**src/rtl/candle_flicker_gen_if.sv**
```systemverilog
// Control and brightness bundle between the flicker generator and its host.
// The host drives enable, mode and update period; the generator returns the
// update pulse and the brightness code for the PWM stage.
interface candle_flicker_gen_if #(
    parameter int DIV_W = 16,
    parameter int OUT_W = 8
);
    logic             en;
    logic [1:0]       mode;
    logic [DIV_W-1:0] div;
    logic             tick;
    logic [OUT_W-1:0] brightness;

    modport master (
        output en,
        output mode,
        output div,
        input  tick,
        input  brightness
    );

    modport slave (
        input  en,
        input  mode,
        input  div,
        output tick,
        output brightness
    );
endinterface

```
**src/rtl/candle_flicker_gen.sv**
```systemverilog
// Candle flicker brightness generator.
// A 16-bit LFSR feeds N saturating random-walk taps that move once per
// prescaler tick; their sum on top of a base level gives the flicker target.
// A small mode FSM selects dark, steady, flicker or a fade-in ramp that climbs
// one code per tick until it meets the flicker target.
module candle_flicker_gen #(
    parameter int          N_TAPS    = 3,
    parameter int          TAP_MAX   = 64,
    parameter int          BASE      = 64,
    parameter int          OUT_W     = 8,
    parameter int          DIV_W     = 16,
    parameter logic [15:0] LFSR_SEED = 16'hACE1
) (
    input logic                clk,
    input logic                rst_n,
    candle_flicker_gen_if.slave bus
);

    localparam int               TAP_W      = $clog2(TAP_MAX + 1);
    localparam logic [TAP_W-1:0] TAP_TOP    = TAP_W'(TAP_MAX);
    localparam logic [31:0]      OUT_MAX_W  = 32'((1 << OUT_W) - 1);
    localparam logic [31:0]      STEADY_RAW = 32'(BASE + (N_TAPS * TAP_MAX) / 2);
    localparam logic [OUT_W-1:0] STEADY_V   = (STEADY_RAW > OUT_MAX_W) ?
                                              OUT_MAX_W[OUT_W-1:0] :
                                              STEADY_RAW[OUT_W-1:0];

    typedef enum logic [1:0] {
        S_OFF    = 2'd0,
        S_STEADY = 2'd1,
        S_RUN    = 2'd2,
        S_RAMP   = 2'd3
    } state_t;

    state_t           state;
    logic [15:0]      lfsr;
    logic [DIV_W-1:0] cnt;
    logic [TAP_W-1:0] taps [N_TAPS];
    logic             tick_q;
    logic [OUT_W-1:0] bright_q;
    logic [31:0]      sum;
    logic [OUT_W-1:0] target;
    logic             fire;

    // A lowered div leaves cnt above it; treating that as the end of the
    // period keeps the prescaler from running the long way round.
    assign fire = bus.en && (cnt >= bus.div);

    assign bus.tick       = tick_q;
    assign bus.brightness = bright_q;

    // Full-width tap sum on top of the base level, clamped to the output range.
    always_comb begin
        sum = 32'(BASE);
        for (int i = 0; i < N_TAPS; i++) begin
            sum = sum + 32'(taps[i]);
        end
        target = (sum > OUT_MAX_W) ? OUT_MAX_W[OUT_W-1:0] : sum[OUT_W-1:0];
    end

    // Fibonacci LFSR advancing on every enabled cycle, recovering from all-zero.
    always_ff @(posedge clk or negedge rst_n) begin
        if (!rst_n) begin
            lfsr <= LFSR_SEED;
        end else if (bus.en) begin
            if (lfsr == 16'd0) begin
                lfsr <= LFSR_SEED;
            end else begin
                lfsr <= {lfsr[14:0], lfsr[15] ^ lfsr[13] ^ lfsr[12] ^ lfsr[10]};
            end
        end
    end

    // Update-rate prescaler producing a registered one-cycle tick per period.
    always_ff @(posedge clk or negedge rst_n) begin
        if (!rst_n) begin
            cnt    <= '0;
            tick_q <= 1'b0;
        end else begin
            tick_q <= fire;
            if (bus.en) begin
                cnt <= fire ? '0 : cnt + 1'b1;
            end
        end
    end

    // Random-walk taps: each steps up or down on its own LFSR bit, saturating.
    always_ff @(posedge clk or negedge rst_n) begin
        if (!rst_n) begin
            for (int i = 0; i < N_TAPS; i++) begin
                taps[i] <= '0;
            end
        end else if (bus.en) begin
            if (bus.mode == 2'b00) begin
                for (int i = 0; i < N_TAPS; i++) begin
                    taps[i] <= '0;
                end
            end else if (bus.mode[1] && fire) begin
                for (int i = 0; i < N_TAPS; i++) begin
                    if (lfsr[i]) begin
                        if (taps[i] < TAP_TOP) taps[i] <= taps[i] + 1'b1;
                    end else begin
                        if (taps[i] != '0) taps[i] <= taps[i] - 1'b1;
                    end
                end
            end
        end
    end

    // Mode FSM; the mode seen on an edge decides that edge's brightness.
    always_ff @(posedge clk or negedge rst_n) begin
        if (!rst_n) begin
            state    <= S_OFF;
            bright_q <= '0;
        end else if (bus.en) begin
            case (bus.mode)
                2'b00: begin
                    state    <= S_OFF;
                    bright_q <= '0;
                end
                2'b01: begin
                    state    <= S_STEADY;
                    bright_q <= STEADY_V;
                end
                2'b10: begin
                    state    <= S_RUN;
                    bright_q <= target;
                end
                default: begin
                    case (state)
                        S_RUN: begin
                            bright_q <= target;
                        end
                        S_RAMP: begin
                            if (bright_q >= target) begin
                                state    <= S_RUN;
                                bright_q <= target;
                            end else if (fire) begin
                                bright_q <= bright_q + 1'b1;
                            end
                        end
                        default: begin
                            state <= S_RAMP;
                            if (fire && (bright_q < target)) begin
                                bright_q <= bright_q + 1'b1;
                            end
                        end
                    endcase
                end
            endcase
        end
    end

endmodule
```
**src/flat_wrapper.sv**
```systemverilog
// flat-port wrapper written by rule: the top's interface ports become plain ports
module candle_flicker_gen_flat 
#(
    parameter int          N_TAPS    = 3,
    parameter int          TAP_MAX   = 64,
    parameter int          BASE      = 64,
    parameter int          OUT_W     = 8,
    parameter int          DIV_W     = 16,
    parameter logic [15:0] LFSR_SEED = 16'hACE1
)
  (clk, rst_n, bus_en, bus_mode, bus_div, bus_tick, bus_brightness);
  candle_flicker_gen_if #(.DIV_W(DIV_W), .OUT_W(OUT_W)) bus_i ();
  input logic clk;
  input logic rst_n;
  input wire logic [$bits(bus_i.en)-1:0] bus_en;
  input wire logic [$bits(bus_i.mode)-1:0] bus_mode;
  input wire logic [$bits(bus_i.div)-1:0] bus_div;
  output wire logic [$bits(bus_i.tick)-1:0] bus_tick;
  output wire logic [$bits(bus_i.brightness)-1:0] bus_brightness;
  assign bus_i.en = bus_en;
  assign bus_i.mode = bus_mode;
  assign bus_i.div = bus_div;
  assign bus_tick = bus_i.tick;
  assign bus_brightness = bus_i.brightness;
  candle_flicker_gen #(.N_TAPS(N_TAPS), .TAP_MAX(TAP_MAX), .BASE(BASE), .OUT_W(OUT_W), .DIV_W(DIV_W), .LFSR_SEED(LFSR_SEED)) u_core (.clk(clk), .rst_n(rst_n), .bus(bus_i));
endmodule
```
**config.mk**
```make
export PLATFORM = sky130hd
export DESIGN_NAME = candle_flicker_gen_flat
export DESIGN_NICKNAME = d
export VERILOG_FILES = /design/src/rtl/candle_flicker_gen_if.sv /design/src/rtl/candle_flicker_gen.sv /design/src/flat_wrapper.sv
export SDC_FILE = /design/constraint.sdc
export NUM_CORES = 1
export LEC_CHECK = 0
export CELL_PAD_IN_SITES_DETAIL_PLACEMENT = 0
export CELL_PAD_IN_SITES_GLOBAL_PLACEMENT = 1
export CORE_MARGIN = 10
export CORE_UTILIZATION = 47
export CTS_CLUSTER_SIZE = 25
export DETAILED_ROUTE_END_ITERATION = 6
export PLACE_DENSITY = 0.79
export SLEW_MARGIN = 30
export SYNTH_ARGS = -nofsm -noshare
export SYNTH_HDL_FRONTEND = slang
export SYNTH_SLANG_ARGS = --single-unit
```
**constraint.sdc**
```tcl
create_clock -name clk -period 4.7 [get_ports clk]
set_clock_uncertainty 0.05 [all_clocks]
set_input_delay 0.705 -clock clk [delete_from_list [all_inputs] [get_ports clk]]
set_output_delay 0.705 -clock clk [all_outputs]
set_load 0.02 [all_outputs]
```
==> metrics, run 1 <==
status=completed; syn avg cell area=9.05 um^2; clock share of power=25.6%; cts bufs inserted=9; Rel. slew slack=57.0%; Die Y=121 um; #FFs+latches synth=64; Int Pwr=1340 uW; VDD IR max=0.000225 V; Fin. Hold Viols=0; gr ovfl total=0; Initial DRC Count=245; Initial Util=48.8%; Achievable Freq=224 MHz; Area Growth Syn to Fin=14.8%; initial antenna violation count=0; prevailing post-synth register cell=dfrtp_1; TritonCTS clock tree=done; Synth async-reset ratio=100%; WP data required=4940 ps; IO Pins=30; final wirelength=11.3 mm; delay-heaviest family, CP=simple AND/OR/NAND/NOR gates; Ant. Diodes=0; vias post-DR=3966; Residual DRC=0; post-synth top area share=29.1%; critical path type=flop to flop; Setup violations, final=0; largest area contributor in the synthesized netlist=dfrtp_1; crit-path max cell delay=490 ps; slowest CP cell=fa_1; LEAKAGE=0.00255 uW; sequential share of the synthesized area=33.5%; max-slew violation count=0; critical path, cell by cell=fa_1 -> ha_1 -> fa_1 -> a21o_1 -> a21oi_2 -> nand2b_1 -> nor3_1 -> a211o_1 -> ha_1 -> and4_4 -> nand3_1 -> or3_1 -> nand4_1 -> buf_4 -> nor2_1 -> or3_1 -> nand3_1 -> mux2_2; pin count of the biggest net entering global routing=42; Clock Latency Late Sink=350 ps; max_cap viols=0; fillers=893; switching share of power=38.1%; Post-Syn Area=4810 um^2; Switching Power=822 uW; first-pass GRT wire length=19.4 mm; crit path max fanout=6; combinational power share=37.9%; fin crit period=4470 ps; Buffers & Inverters on Critical Path=1; RSZ-0062 raised after global routing=no; GR Layer Usage met1=20.0%; CP Launch Type=flop; routed vias/inst=5.59; Syn Nets=612; FF-to-FF setup slack=230 ps; top post-synthesis cells by area=dfrtp_1 (29%), ha_1 (12%), fa_1 (4.6%), inv_1 (4.5%), dfstp_2 (4.4%); ANT nets after route=0; full die area=14700 um^2; Final nets=651; H-tree Lvls=3; DRT Pass-1 Iters=4; Mapped Cells=532; Max clock buf depth=2; HP Class=input pin to async pin; DR WL/cell=16.0 um; vias in the first global route=4063; GR Layer Usage met3=2.79%; WP data arrival=4700 ps; total track usage=15.9%; HPWL after DPL=8.58 mm; total core area=9860 um^2; M2 GR Usage=26.5%; Final Cycle Share=95.0%; clock-pin slew on the worst setup and hold paths=80 ps; Setup TNS=0 ps; # clock sinks=64; Worst setup EP type=flop; layout cells sized above 1=11.1%; global routing's busiest layer=met2; # hold bufs at CTS=0; Yosys Warn Count=0; number of library cell types mapped by synthesis=61; Rows=36; root buffer cell=clkbuf_8; Tot Pwr=2160 uW; Tightest Pin Transition=642 ps; Reg power frac=36.5%; Cell Pwr Density=391 nW/um^2; routability cong.=0.882; Die X=121 um; PortBufs=29; EDFF count, synth=0
## state kept, by name, indices dropped and copies added (netlist names)
| signal | count |
|---|---|
| u_core.bus.brightness | 8 |
| u_core.taps | 21 |
| u_core.cnt | 16 |
| u_core.lfsr | 16 |
| u_core.state | 2 |
| u_core.bus.tick | 1 |
## cells in the final DEF (no fill, tap or decap), drive strengths merged, types with 4 or more instances in the layout
master | synthesis | final
inv | 58 | 60
dfrtp | 56 | 56
nand2 | 51 | 51
ha | 48 | 48
nor2 | 43 | 43
o21ai | 38 | 38
clkdlybuf4s50 | 0 | 28
a21oi | 26 | 26
xnor2 | 17 | 17
nand3 | 16 | 16
nor4 | 14 | 14
buf | 4 | 13
xor2 | 12 | 12
fa | 11 | 11
a21o | 9 | 9
nor3 | 9 | 9
clkbuf | 9 | 9
o211ai | 8 | 8
mux2 | 8 | 8
dfstp | 8 | 8
mux2i | 7 | 7
or3 | 6 | 6
nor2b | 5 | 5
nand4 | 5 | 5
and3 | 5 | 5
o22a | 5 | 5
o2bb2ai | 5 | 5
a31oi | 4 | 4
o31ai | 4 | 4
a211oi | 4 | 4
## logic make-up (layout without fill, tap and decap cells)
family / count (synthesis) / after routing / share of synthesized area [%]
simple gates: 167 / 167 / 16.8
compound gates: 126 / 126 / 18.1
buf+inv: 72 / 116 / 5.98
flops: 64 / 64 / 33.5
fa+ha+maj: 59 / 59 / 17.1
xor+xnor: 29 / 29 / 5.28
mux: 15 / 15 / 3.33
## final cells by class
class | instances | area, um^2 | area share [%]
repair buffers | 41 | 375 | 6.79
inverters | 59 | 221 | 4.01
flip-flops and latches | 64 | 1610 | 29.2
clock inverters | 7 | 103 | 1.86
well taps | 133 | 166 | 3.01
clock buffers | 9 | 124 | 2.24
multi-input cells | 396 | 2930 | 52.9
## worst register-to-register path, delay by kind of cell (launching register included)
family	cells	cell delay, ps
and+or+nand+nor	9	1470
adders and majority gates	4	1460
AOI/OAI and AO/OA	3	660
DFF	1	450
buffers and inverters	1	180
muxes	1	140
## repair_timing
item | 4_1_cts | 5_1_grt
setup buffers | 0 | 1
endpoints found under the setup margin | 0 | 6
gates resized for setup | 0 | 5
## synthesized netlist by cell type, types with 3 or more instances
cell type and number:
nand2_1 51, dfstp_2 8, o21ai_0 34, mux2_2 8, and3_1 5, and4_1 3
o22a_1 5, inv_1 58, nor3_1 9, mux2i_1 7, a21oi_1 25, or2_2 3
dfrtp_1 56, or3_1 6, nor2_1 42, nor2b_1 5, a31oi_1 4, nor4_1 13
a211oi_1 4, o21a_1 3, nand3_1 16, o2bb2ai_1 5, clkbuf_1 9, o31ai_1 4
nand4_1 5, a21o_1 9, xor2_1 12, o211ai_1 8, ha_1 48, fa_1 11
xnor2_1 17
## per-stage QoR
stage                     instances  utilization [%]  hold WS, ps  setup slack (ps)  area, um^2
after floorplan                 532                -          359               389        4810
after global placement          692             53.5          430               243        5280
after detailed placement        692             53.5          434               165        5280
after CTS                       708             55.8          302               131        5510
after global routing            709             56.0          337              19.8        5530
final                           709             56.0          301               233        5530
## per-layer routing
layer | up-vias | part of all wire [%]
met1 | 1922 | 47
li1 | 1960 | -
met5 | - | 0
met2 | 65 | 47
met3 | 19 | 4.0
met4 | 0 | 1.9
## final timing paths
kind / from / end / cells past startpoint
setup / recovery: u_core.taps[1]$_DFFE_PN0P_ / u_core.bus.brightness[7]$_DFFE_PN0P_ / 18
hold / removal: rst_n / u_core.cnt[10]$_DFFE_PN0P_ / 1
setup reg to reg: u_core.taps[1]$_DFFE_PN0P_ / u_core.bus.brightness[7]$_DFFE_PN0P_ / 18
hold reg to reg: u_core.lfsr[7]$_DFFE_PN1P_ / u_core.lfsr[7]$_DFFE_PN1P_ / 2
max in group asynchronous: rst_n / u_core.taps[1]$_DFFE_PN0P_ / 2
min in group clk: u_core.lfsr[7]$_DFFE_PN1P_ / u_core.lfsr[7]$_DFFE_PN1P_ / 2
## power groups by stage
stage               Clock (uW)  Combinational (uW)  Sequential (uW)
finish                     553                 819              787
global placement             0                 783              795
floorplan                    0                 587              777
detailed placement           0                 807              797
CTS                        568                 814              787
global route               587                 925              804
(Power assumes the default switching activity.)
==> inputs of run 2 (changes only) <==
--- a/config.mk
+++ b/config.mk
@@ -8,9 +8,11 @@
 export CELL_PAD_IN_SITES_DETAIL_PLACEMENT = 0
 export CELL_PAD_IN_SITES_GLOBAL_PLACEMENT = 1
 export CORE_MARGIN = 10
-export CORE_UTILIZATION = 47
+export CORE_UTILIZATION = 50
 export CTS_CLUSTER_SIZE = 25
 export DETAILED_ROUTE_END_ITERATION = 6
+export DONT_BUFFER_PORTS = 1
+export GPL_ROUTABILITY_DRIVEN = 1
 export PLACE_DENSITY = 0.79
 export SLEW_MARGIN = 30
 export SYNTH_ARGS = -nofsm -noshare
==> run 2 against run 1 <==
First-iteration DRC count grew 4.1%. Cell area shrank 6.2%. Sequential share of layout area grew 1.9 points. Sequential power grew 3.6%. Power shrank 9.2%. Non-clock buffer count shrank 32. Core utilization shrank 0.46 points. Wire length shrank 3.1%. Worst hold slack lost 140 ps. Critical path depth shrank 3. Fmax grew 0.36%. Clock power shrank 23%. Largest power group is now sequential cells. Highest routed layer unchanged.
==> metrics, run 2 (synthesized netlist as in run 1, its figures left out) <==
DR WL/cell=16.3 um (+2.1%); crit path max fanout=7 (+1); Final Cycle Share=94.7% (-0.34 points); H-tree Lvls=3 (unchanged); routed vias/inst=5.60 (about the same); full die area=14000 um^2 (-5.0%); Buffers & Inverters on Critical Path=0 (-1); CP Launch Type=flop; Worst setup EP type=flop; Residual DRC=0 (unchanged); Clock Latency Late Sink=340 ps (about the same); Area Growth Syn to Fin=7.69%; DRT Pass-1 Iters=4 (unchanged); Rows=35 (-2.8%); Met1 Wirelength=5.24 mm (-0.85%); critical path type=flop to flop; commonest non-fill, non-tap cell in the layout=inv_1; pin count of the biggest net entering global routing=51 (+21%); max_cap viols=0 (unchanged); met3 routed WL=415 um (-7.4%); ANT nets after route=0 (unchanged); Final nets=619 (-4.9%); final core utilization=55.6% (-0.46 points); WP data arrival=4630 ps (-70 ps); Die Y=118 um (-2.5%); Setup TNS=0 ps (unchanged); Achievable Freq=225 MHz (+0.36%); most frequent cells in the layout=inv_1 (58), dfrtp_1 (55), nand2_1 (51); final wirelength=11.0 mm (-3.1%); Cell Pwr Density=378 nW/um^2 (-3.1%); Reg with most FFs=u_core.taps; VDD IR max=0.000232 V (+3.3%); FF-to-FF setup slack=250 ps (+20 ps); r2r endpoint=u_core.bus.brightness[6]$_DFFE_PN0P_; max-slew violation count=0 (unchanged); IO Pins=30 (unchanged); Initial Util=51.6% (+2.8 points); crit-path max cell delay=480 ps (about the same); Max clock buf depth=2 (unchanged); Multi-input gate area=2920 um^2 (about the same); Fin. Hold Viols=0 (unchanged); PortBufs=0 (-100%); R2R depth=15 (-3); root buffer cell=clkbuf_8; fillers=869 (-2.7%); fin crit period=4450 ps (-16.2 ps); HP Class=input pin to async pin; TritonCTS clock tree=done; Levels on crit path=15 (-3); Initial DRC Count=255 (+4.1%); Rel. slew slack=46.3% (-11 points); delay-heaviest family, CP=compound AO/OA/AOI/OAI gates; total core area=9330 um^2 (-5.4%); routability cong.=0.877 (-0.49%); reg2reg start=u_core.taps[8]$_DFFE_PN0P_; Tightest Pin Transition=803 ps (+161 ps); wire length on met2=5.15 mm (-3.9%); first-pass GRT wire length=18.9 mm (-2.9%); Tot Pwr=1960 uW (-9.2%); Worst setup startpoint=u_core.taps[8]$_DFFE_PN0P_; cts bufs inserted=9 (unchanged); vias post-DR=3766 (-5.0%); crit path to=u_core.bus.brightness[6]$_DFFE_PN0P_; WP data required=4880 ps (-60 ps); sequential cell area=1610 um^2 (unchanged); status=completed; # clock sinks=64 (unchanged); initial antenna violation count=0 (unchanged); RSZ-0062 raised after global routing=no; max FFs per register=21 (unchanged); LEAKAGE=0.00241 uW (-5.8%); vias in the first global route=3826 (-5.8%); Top Layer Used=met4; Ant. Diodes=0 (unchanged); critical path, cell by cell=fa_1 -> ha_1 -> fa_1 -> a21o_1 -> a21oi_1 -> nand2b_1 -> nor3_1 -> a211o_1 -> ha_1 -> a21oi_1 -> o21ai_0 -> a2111oi_4 -> o21ai_4 -> a221o_1 -> a22o_1; layout cells sized above 1=10.7% (-0.45 points); slowest CP cell=fa_1; gr ovfl total=0 (unchanged); HPWL after DPL=8.00 mm (-6.8%); registers with the most flip-flops=u_core.taps (21), u_core.cnt (16), u_core.lfsr (16); Setup violations, final=0 (unchanged); Die X=118 um (-2.5%); total track usage=16.0% (+0.069 points); clock-pin slew on the worst setup and hold paths=70 ps (about the same)
run 2: cell types whose count changed in the layout (fill, tap and decap cells not counted), moves of 2 or more:
cell / previous run / this run
bufinv_16: 2 / 0
clkinv_4: 2 / 0
clkinv_2: 0 / 2
buf_4: 12 / 7
clkdlybuf4s50_1: 28 / 0
inv_6: 2 / 0
clkinvlp_4: 1 / 3
run 2: how the worst min path moves through the flow:
stage / slack (ps) / depth (start not counted) / startpoint / to
floorplan: 360 / 0 / rst_n / u_core.bus.brightness[0]$_DFFE_PN0P_
global placement: 360 / 0 / rst_n / u_core.cnt[9]$_DFFE_PN0P_
detailed placement: 360 / 0 / rst_n / u_core.cnt[10]$_DFFE_PN0P_
CTS: 130 / 0 / rst_n / u_core.lfsr[13]$_DFFE_PN1P_
global route: 120 / 0 / rst_n / u_core.lfsr[10]$_DFFE_PN1P_
finish: 160 / 0 / rst_n / u_core.lfsr[10]$_DFFE_PN1P_
run 2: timing repair:
item	4_1_cts	5_1_grt
setup buffers	0	1
hold buffers	2	0
endpoints found under the hold margin	50	0
setup endpoints to repair	0	5
gates resized for setup	0	5
run 2: layout make-up:
class	count	share of cell area, %
Multi-Input combinational cell	396	56.4
Clock inverter	5	0.628
Inverter	59	4.27
Sequential cell	64	31.1
Clock buffer	11	2.73
Timing Repair Buffer	9	1.74
Tap cell	129	3.11
run 2: through the flow:
step           hold WS, ps  instances  setup WS, ps  instance area, um^2
2_1_floorplan          359        532           389                 4810
3_3_place_gp           363        654           235                 4950
3_5_place_dp           363        654           177                 4950
4_1_cts                133        672           174                 5160
5_1_grt                125        673          16.4                 5180
6_report               156        673           250                 5180
run 2: power by group:
group	leakage, uW	switching [uW]	internal, uW
combinational	0.00150	385	335
sequential	0.000820	161	654
clock	0.0000813	222	204
run 2: worst register-to-register path, cell delays in order, from the launching register on:
cell and delay [ps]:
dfrtp_1 450, fa_1 480, ha_1 240, fa_1 400, a21o_1 190, a21oi_1 200
nand2b_1 160, nor3_1 60, a211o_1 300, ha_1 320, a21oi_1 190, o21ai_0 180
a2111oi_4 400, o21ai_4 140, a221o_1 360, a22o_1 240
run 2: routing by layer:
metal	GRT usage, %	up-vias
met3	3.79	14
met5	0	-
li1	-	1891
met1	20.7	1812
met4	4.33	0
met2	26.1	49
==> inputs of run 3 (changes only) <==
--- a/config.mk
+++ b/config.mk
@@ -14,6 +14,7 @@
 export DONT_BUFFER_PORTS = 1
 export GPL_ROUTABILITY_DRIVEN = 1
 export PLACE_DENSITY = 0.79
+export SKIP_LAST_GASP = 1
 export SLEW_MARGIN = 30
 export SYNTH_ARGS = -nofsm -noshare
 export SYNTH_HDL_FRONTEND = slang
==> run 3 against run 2 <==
Wire length did not move. Critical path type unchanged. First-iteration DRC count did not move. Highest routed layer unchanged. Core utilization barely moved. Power barely moved. Largest cell class unchanged. Count of clock-buffer cells in the layout did not move. Global-route usage did not move. Largest power group unchanged.
==> metrics, run 3 (synthesized netlist as in run 1, its figures left out) <==
IO Pins=30 (unchanged); Met1 Wirelength=5.24 mm (unchanged); R2R depth=15 (unchanged); full die area=14000 um^2 (unchanged); WP data arrival=4630 ps (about the same); vias post-DR=3766 (unchanged); Cell Pwr Density=378 nW/um^2 (about the same); routed vias/inst=5.60 (unchanged); gr ovfl total=0 (unchanged); TritonCTS clock tree=done; final std cells w/o fill=673 (unchanged); Cells after DPL=654 (unchanged); WP data required=4880 ps (about the same); pre-CTS setup slack=177 ps (unchanged); Top Layer Used=met4; Die X=118 um (unchanged); final wirelength=11.0 mm (unchanged); wire length on met2=5.15 mm (unchanged); Setup violations, final=0 (unchanged); Multi-input gate area=2920 um^2 (unchanged); Reg with most FFs=u_core.taps; sequential cell area=1610 um^2 (about the same); commonest non-fill, non-tap cell in the layout=inv_1; Rel. slew slack=46.3% (unchanged); Clock Latency Late Sink=340 ps (about the same); Die Y=118 um (unchanged); max-slew violation count=0 (unchanged); Initial DRC Count=255 (unchanged); slack of the critical path=250 ps (-0.00100 ps); cts bufs inserted=9 (unchanged); vias in the first global route=3826 (unchanged); Rows=35 (unchanged); Initial Util=51.6% (unchanged); Setup TNS=0 ps (unchanged); fin crit period=4450 ps (+0.00100 ps); status=completed; total track usage=16.0% (unchanged); RSZ-0062 raised after global routing=yes; Tightest Pin Transition=803 ps (unchanged); Final Cycle Share=94.7% (about the same); initial antenna violation count=0 (unchanged); max FFs per register=21 (unchanged); DR WL/cell=16.3 um (unchanged); Final nets=619 (unchanged); Worst setup EP type=flop; Fin. Hold Viols=0 (unchanged); fillers=868 (-0.12%); registers with the most flip-flops=u_core.taps (21), u_core.cnt (16), u_core.lfsr (16); Ant. Diodes=0 (unchanged); total core area=9330 um^2 (unchanged); critical path type=flop to flop; clock-pin slew on the worst setup and hold paths=70 ps (about the same); LEAKAGE=0.00241 uW (about the same); VDD IR max=0.000232 V (unchanged); reg2reg start=u_core.taps[8]$_DFFE_PN0P_; Achievable Freq=225 MHz (unchanged); root buffer cell=clkbuf_8; Residual DRC=0 (unchanged); HPWL after DPL=8.00 mm (unchanged); layout cells sized above 1=10.5% (-0.18 points); r2r endpoint=u_core.bus.brightness[6]$_DFFE_PN0P_; Max clock buf depth=2 (unchanged); PortBufs=0 (unchanged); H-tree Lvls=3 (unchanged); pin count of the biggest net entering global routing=51 (unchanged); DRT Pass-1 Iters=4 (unchanged); ANT nets after route=0 (unchanged); max_cap viols=0 (unchanged); met3 routed WL=415 um (unchanged); most frequent cells in the layout=inv_1 (58), dfrtp_1 (56), nand2_1 (51); crit path max fanout=7 (unchanged); CP Launch Type=flop; first-pass GRT wire length=18.9 mm (unchanged); HP Class=input pin to async pin; routability cong.=0.877 (unchanged); # clock sinks=64 (unchanged); FF-to-FF setup slack=250 ps (about the same); Area Growth Syn to Fin=7.67% (about the same)
[run 3: cell counts in the layout (fill, tap and decap cells not counted)]
Identical to the previous run, type by type.
[run 3: power by group]
part           leakage [uW]  internal (uW)  switching (uW)  total (uW)
clock network     0.0000813            204             222         425
registers          0.000822            654             161         815
logic               0.00150            335             385         720
[run 3: per-layer routing]
metal	vias up	GRT usage [%]
met5	-	0
met4	0	4.33
met3	14	3.79
met2	49	26.1
met1	1812	20.7
li1	1891	-
[run 3: worst max path at each step]
stage	from	to	slack [ps]	depth (start not counted)
floorplan	u_core.taps[1]$_DFFE_PN0P_	u_core.bus.brightness[4]$_DFFE_PN0P_	390	17
global placement	u_core.taps[1]$_DFFE_PN0P_	u_core.bus.brightness[7]$_DFFE_PN0P_	230	18
detailed placement	u_core.taps[1]$_DFFE_PN0P_	u_core.bus.brightness[7]$_DFFE_PN0P_	180	17
CTS	u_core.taps[1]$_DFFE_PN0P_	u_core.bus.brightness[7]$_DFFE_PN0P_	170	17
global route	u_core.taps[1]$_DFFE_PN0P_	u_core.bus.brightness[7]$_DFFE_PN0P_	5	18
finish	u_core.taps[8]$_DFFE_PN0P_	u_core.bus.brightness[6]$_DFFE_PN0P_	250	15
[run 3: area by class of cell]
type	count	share of cell area, %
Timing Repair Buffer	9	1.74
Multi-Input combinational cell	396	56.4
Tap cell	129	3.11
Sequential cell	64	31.1
Clock buffer	11	2.73
Clock inverter	5	0.628
Inverter	59	4.27
[run 3: critical path: stages (launching register included)]
cell and delay, ps:
dfrtp_1 450, fa_1 480, ha_1 240, fa_1 400, a21o_1 190, a21oi_1 200
nand2b_1 160, nor3_1 60, a211o_1 300, ha_1 320, a21oi_1 190, o21ai_0 180
a2111oi_4 400, o21ai_4 140, a221o_1 360, a22o_1 240
[run 3: repair_timing]
item                                    CTS  global route
endpoints found under the setup margin    0             5
resized for setup                         0             4
buffers inserted                          0             1
hold endpoints to repair                 50             0
hold buffers                              2             0
[run 3: stage by stage]
| step | utilization, % | instance area [um^2] | hold WS, ps | power [uW] |
|---|---|---|---|---|
| floorplan | - | 4810 | 359 | 1360 |
| global placement | 53.1 | 4950 | 363 | 1500 |
| detailed placement | 53.1 | 4950 | 363 | 1530 |
| CTS | 55.4 | 5160 | 133 | 1970 |
| global route | 55.6 | 5180 | 125 | 2130 |
| finish | 55.6 | 5180 | 156 | 1960 |
